File: src/rtl/input_controller.sv
// Pushbutton front end: synchronise, debounce, map presses to game commands, valid/ready handoff.
// Optional HIT auto-repeat is compiled in when INPUT_CTRL_AUTOREPEAT_EN is defined.
module input_controller #(
   parameter int DEBOUNCE_CYCLES = 500000,
   parameter int REPEAT_CYCLES   = 25000000
) (
   input  logic       clk,
   input  logic       rst_n,
   input  logic [3:0] key_n,
   output logic       cmd_valid,
   output logic [1:0] cmd,
   input  logic       cmd_ready,
   output logic       cmd_dropped,
   output logic [3:0] keys_held
);

   localparam int CntW = $clog2(DEBOUNCE_CYCLES + 1);

   typedef enum logic {
      IDLE,
      PEND
   } ctrlState;

   logic [3:0]      syncMeta;
   logic [3:0]      syncOut;
   logic [3:0]      pressedSync;
   logic [3:0]      keysHeld;
   logic [3:0]      keysPrev;
   logic [CntW-1:0] dbCnt [4];

   logic [3:0] pressEvt;
   logic [3:0] evt;
   logic       repeatEvt;
   logic       multiEvt;
   logic       handshake;
   logic [1:0] winner;

   ctrlState   state;
   ctrlState   stateNext;
   logic [1:0] cmdReg;
   logic [1:0] cmdNext;
   logic       dropReg;
   logic       dropNext;

   assign pressedSync = ~syncOut;

   // Synchronisers idle at the released level so reset release never looks like a press.
   // NOTE: state updates use non-blocking assignments so every flop samples pre-edge values.
   // NOTE: the debounce counters are per-key flops, not RAM, so they are reset like any register.
   always_ff @(posedge clk or negedge rst_n) begin
      if (!rst_n) begin
         syncMeta <= 4'hF;
         syncOut  <= 4'hF;
         keysHeld <= 4'h0;
         keysPrev <= 4'h0;
         for (int i = 0; i < 4; i++) dbCnt[i] <= '0;
      end else begin
         syncMeta <= key_n;
         syncOut  <= syncMeta;
         keysPrev <= keysHeld;
         for (int i = 0; i < 4; i++) begin
            if (pressedSync[i] == keysHeld[i]) begin
               dbCnt[i] <= '0;
            end else if (dbCnt[i] == CntW'(DEBOUNCE_CYCLES - 1)) begin
               keysHeld[i] <= ~keysHeld[i];
               dbCnt[i]    <= '0;
            end else begin
               dbCnt[i] <= dbCnt[i] + CntW'(1);
            end
         end
      end
   end

`ifdef INPUT_CTRL_AUTOREPEAT_EN
   localparam int RptW = $clog2(REPEAT_CYCLES + 1);

   logic [RptW-1:0] rptCnt;
   logic            hitOnly;

   assign hitOnly = (keysHeld == 4'b0001);

   // Counter sits at 0 on the press edge; it restarts at 1 after each fire so the period stays REPEAT_CYCLES.
   always_ff @(posedge clk or negedge rst_n) begin
      if (!rst_n) begin
         rptCnt <= '0;
      end else if (!hitOnly) begin
         rptCnt <= '0;
      end else if (rptCnt == RptW'(REPEAT_CYCLES)) begin
         rptCnt <= RptW'(1);
      end else begin
         rptCnt <= rptCnt + RptW'(1);
      end
   end

   assign repeatEvt = hitOnly && (rptCnt == RptW'(REPEAT_CYCLES));
`else
   localparam int unusedRepeatCycles = REPEAT_CYCLES;
   assign repeatEvt = 1'b0;
`endif

   assign pressEvt  = keysHeld & ~keysPrev;
   assign evt       = pressEvt | {3'b000, repeatEvt};
   assign multiEvt  = (evt & (evt - 4'd1)) != 4'd0;
   assign handshake = (state == PEND) && cmd_ready;
   assign winner    = evt[3] ? 2'b11 :
                      evt[2] ? 2'b10 :
                      evt[1] ? 2'b01 : 2'b00;

   // NOTE: every output of this block gets a default first, so no path can infer a latch.
   always_comb begin
      stateNext = state;
      cmdNext   = cmdReg;
      dropNext  = 1'b0;
      case (state)
         IDLE: begin
            if (|evt) begin
               stateNext = PEND;
               cmdNext   = winner;
               dropNext  = multiEvt;
            end
         end
         PEND: begin
            if (handshake) begin
               if (|evt) begin
                  cmdNext  = winner;
                  dropNext = multiEvt;
               end else begin
                  stateNext = IDLE;
               end
            end else if (evt[3] && (cmdReg != 2'b11)) begin
               // NEWGAME pre-empts a stale pending command instead of being lost.
               cmdNext  = 2'b11;
               dropNext = |evt[2:0];
            end else if (|evt) begin
               dropNext = 1'b1;
            end
         end
         default: stateNext = IDLE;
      endcase
   end

   always_ff @(posedge clk or negedge rst_n) begin
      if (!rst_n) begin
         state   <= IDLE;
         cmdReg  <= 2'b00;
         dropReg <= 1'b0;
      end else begin
         state   <= stateNext;
         cmdReg  <= cmdNext;
         dropReg <= dropNext;
      end
   end

   assign cmd_valid   = (state == PEND);
   assign cmd         = cmdReg;
   assign cmd_dropped = dropReg;
   assign keys_held   = keysHeld;

endmodule

File: config.mk
export PLATFORM = sky130hd
export DESIGN_NAME = input_controller
export DESIGN_NICKNAME = d
export VERILOG_FILES = /design/src/rtl/input_controller.sv
export SDC_FILE = /design/constraint.sdc
export NUM_CORES = 1
export LEC_CHECK = 0
export BUFFER_PORTS_ARGS = -buffer_cell sky130_fd_sc_hd__buf_2
export CAP_MARGIN = 30
export CORE_MARGIN = 3
export CORE_UTILIZATION = 62
export DETAILED_ROUTE_END_ITERATION = 7
export PLACE_DENSITY = 0.8
export SETUP_SLACK_MARGIN = 0.02
export SKIP_LAST_GASP = 1
export SLEW_MARGIN = 0
export SYNTH_ARGS = -nofsm -noshare
export SYNTH_HDL_FRONTEND = slang
export SYNTH_SLANG_ARGS = --single-unit
File: constraint.sdc
create_clock -name clk -period 2.55 [get_ports clk]
set_clock_uncertainty 0.05 [all_clocks]
set_input_delay 0.1275 -clock clk [delete_from_list [all_inputs] [get_ports clk]]
set_output_delay 0.1275 -clock clk [all_outputs]
set_load 0.05 [all_outputs]
==> impl_metrics.json <==
{
  "cts_made_buffers": 9,
  "drt-pass1-iter-count": 5,
  "hold_viol": 0,
  "clkLatencyLatePin_ns": 0.35,
  "finalNonFillerCells": 576,
  "wl_per_cell_um": 14.08,
  "cp_slowest_stage_delay_ns": 0.41,
  "relSlewSlack_pct": 62.56,
  "dieArea_sq_um": 8341,
  "routed_wl_um": 8112,
  "critPathRequiredTime_ns": 2.73,
  "min_path_cells": 3,
  "worstPathMaxFanout": 10,
  "num_rows": 30,
  "track_usage_pct": 21.24,
  "crit_buf_inv": 1,
  "fin_crit_sh_pct": 78.91,
  "critPathLaunch": "dbCnt[57]",
  "core_sq_um": 6944,
  "synth_cell_types": 39,
  "hpwl_um": 5542,
  "ff2ff_path_depth": 6,
  "initial_core_util_pct": 65.01,
  "cts_buffer_depth": 2,
  "overflow": 0,
  "reg2reg_to": "dbCnt[70]",
  "grt_pass1_wl_um": 14570,
  "vdd_ir_drop_max_mv": 0.4157,
  "drv_cap": 0,
  "syn_to_final_growth_pct": 9.146,
  "critical_path.cell_chain": "ha_1 > and4_1 > nand4_1 > o21ai_2 > buf_4 > a21oi_1",
  "ys_seq_elements": 96,
  "finalSetupViolations": 0,
  "reg2reg_slack_ns": 0.54,
  "yosysSeqAreaShare_pct": 53.44,
  "rsz0062_at_grt": "false",
  "fin_area_sq_um": 4927,
  "syn-num-nets": 463,
  "cp-start-kind": "flip-flop",
  "placed_area_sq_um": 4697,
  "synth_edf_count": 0,
  "powerDensity_nw_per_um2": 523.3,
  "critPathArrivalTime_ns": 2.19,
  "async_flop_share_pct": 100.0,
  "r2r_start": "dbCnt[57]",
  "drtIter0Drc": 183,
  "crit_path_end_kind": "flip-flop",
  "clock-sinks": 96,
  "hp-class": "input pin to flip-flop",
  "clock.fmax_mhz": 496.9,
  "layout_min_cycle_time_ns": 2.012,
  "status": "finished clean",
  "ctsResizeCount": 0,
  "antenna_found_initial": 0,
  "synth_ff_type": "dfrtp_1",
  "drc": 0,
  "pre_cts_slack_ns": 0.5580,
  "setup_slack_ns": 0.5377,
  "worstSetupPathType": "flip-flop to flip-flop",
  "p_leak_nw": 1.960,
  "tightest_slew_ns": 0.5565,
  "port_buffers": 14,
  "grt_pass1_vias": 3209,
  "io_pins": 15,
  "dpl.cell_count": 555,
  "synth_warnings": 0,
  "drive_above_1_share_pct": 10.42,
  "die_h_um": 91.33,
  "crit_family": "simple AND/OR/NAND/NOR gates",
  "root_buffer": "clkbuf_8",
  "antenna_cells": 0,
  "syn_area_per_cell_sq_um": 9.987,
  "ant_nets": 0,
  "finalSetupTns_ns": 0,
  "globalplace.congestion": 0.8520,
  "cts_tree": "done",
  "viasPerCell": 5.823,
  "crit_slowest_cell": "dfrtp_1",
  "multi_input_area_sq_um": 1982,
  "syn_area_sq_um": 4514,
  "clk_pin_slew_ns": 0.09,
  "grt_max_degree": 55,
  "hold_start": "cmd_ready",
  "die_w_um": 91.33,
  "slew_violations": 0,
  "hold_end": "cmd[1]",
  "ff_latch_area_sq_um": 2412,
  "synth_cells": 452,
  "vias": 3354,
  "fillCellCount": 512,
  "fin_nets": 486,
  "htreeDepth": 3
}
[cells in the final DEF (no fill, tap or decap), types with 2 or more instances in the layout]
master         synthesis  layout
nand4_2                2       2
clkbuf_8               0      12
a21oi_1               13      13
or2_2                  6       6
nor2_1                75      75
o21ai_0               11      11
a31o_2                 2       2
nand3_1               26      26
nor3b_1                3       3
dfstp_2                8       8
buf_2                  4      13
nor3_1                14      14
o221ai_1               2       2
nand4_1               22      22
nor4_1                21      21
xnor2_1               49      49
dlygate4sd3_1          0       5
inv_1                 16      16
and2_1                 2       2
xor2_1                10      10
ha_1                   4       4
or3_1                  6       6
clkbuf_1               5       4
dfrtp_1               88      88
nand2_1               21      21
o31ai_1                7       7
a221o_1                2       2
and3_1                 5       5
buf_4                  0       5
o21ai_1                2       2
or4_1                  4       4
nor2b_1                5       5
nor4b_1                7       7
[power by group]
part / switching (mW) / internal, mW / leakage (nW)
clock network: 0.473 / 0.438 / 0.0910
logic: 0.0642 / 0.0343 / 0.565
registers: 0.0217 / 1.55 / 1.30
total: 0.558 / 2.02 / 1.96
[area by class of cell]
class                           instances  share of cell area, %
Multi-Input combinational cell        328                  40.22
Timing Repair Buffer                   24                  3.504
Sequential cell                        96                  48.96
Tap cell                               96                  2.438
Inverter                               16                  1.219
Clock buffer                           16                  3.657
[synthesized netlist by cell type, types with 2 or more instances]
| master | instances | area, sq um |
|---|---|---|
| or2_2 | 6 | 37.54 |
| a221o_1 | 2 | 20.02 |
| nand2_1 | 21 | 78.83 |
| nor3_1 | 14 | 70.07 |
| or3_1 | 6 | 37.54 |
| nor4b_1 | 7 | 61.31 |
| and3_1 | 5 | 31.28 |
| o21ai_0 | 11 | 55.05 |
| nand3_1 | 26 | 130.1 |
| o221ai_1 | 2 | 17.52 |
| a31o_2 | 2 | 17.52 |
| nand4_1 | 22 | 137.6 |
| nor2_1 | 75 | 281.5 |
| xnor2_1 | 49 | 429.2 |
| a21oi_1 | 13 | 65.06 |
| nor3b_1 | 3 | 22.52 |
| nor4_1 | 21 | 131.4 |
| o21ai_1 | 2 | 10.01 |
| clkbuf_1 | 5 | 18.77 |
| and2_1 | 2 | 12.51 |
| clkbuf_2 | 2 | 10.01 |
| dfstp_2 | 8 | 210.2 |
| or4_1 | 4 | 30.03 |
| buf_2 | 4 | 20.02 |
| xor2_1 | 10 | 87.58 |
| dfrtp_1 | 88 | 2202 |
| nand4_2 | 2 | 25.02 |
| o31ai_1 | 7 | 52.55 |
| ha_1 | 4 | 50.05 |
| inv_1 | 16 | 60.06 |
| nor2b_1 | 5 | 31.28 |
[flip-flops by register name, summed over array words and instances (netlist names)]
| register | count |
|---|---|
| cmd | 2 |
| syncOut | 4 |
| dbCnt | 76 |
| cmd_dropped | 1 |
| syncMeta | 4 |
| keys_held | 4 |
| cmd_valid | 1 |
| keysPrev | 4 |
[per-stage QoR]
stage	power [mW]	util (%)	hold slack [ns]
after global placement	1.690	67.64	0.09617
after floorplan	1.640	-	-0.2181
after CTS	2.605	70.96	0.1503
after detailed placement	1.694	67.64	0.09452
after global routing	2.681	70.96	0.1652
final	2.579	70.96	0.1678
[kinds of logic (layout without fill, tap and decap cells)]
logic type / after synthesis / count (layout) / synth area share [%]
and+or+nand+nor: 222 / 222 / 25.31
DFF: 96 / 96 / 53.44
xor gates and xnor gates: 59 / 59 / 11.45
AOI/OAI and AO/OA: 42 / 42 / 5.821
buffers and inverters: 28 / 56 / 2.661
adders and majority gates: 4 / 4 / 1.109
muxes: 1 / 1 / 0.2217
[metal layers]
metal	global-route usage (%)	vias up	part of all wire, %
li1	-	1635	-
met1	28.71	1638	46
met2	33.60	72	49
met3	5.220	9	3.9
met4	7.412	0	1.2
met5	0	-	0
[how the worst max path moves through the flow]
stage,to,slack (ns),cells after the start
3_3_place_gp,dbCnt[68],0.68,6
4_1_cts,dbCnt[70],0.53,6
2_1_floorplan,cmd_valid,0.76,3
5_1_grt,dbCnt[70],0.37,6
3_5_place_dp,dbCnt[70],0.56,6
6_report,dbCnt[70],0.54,6
[timing repair]
action                                 4_1_cts  5_1_grt
buffers inserted                             0        0
endpoints found under the hold margin       44        0
hold buffers                                 5        0
[worst register-to-register path, stage by stage (launching register included)]
cell	delay, ns
dfrtp_1	0.41
ha_1	0.25
and4_1	0.28
nand4_1	0.21
o21ai_2	0.39
buf_4	0.24
a21oi_1	0.06
No activity file was read; power rests on OpenSTA's default activity.
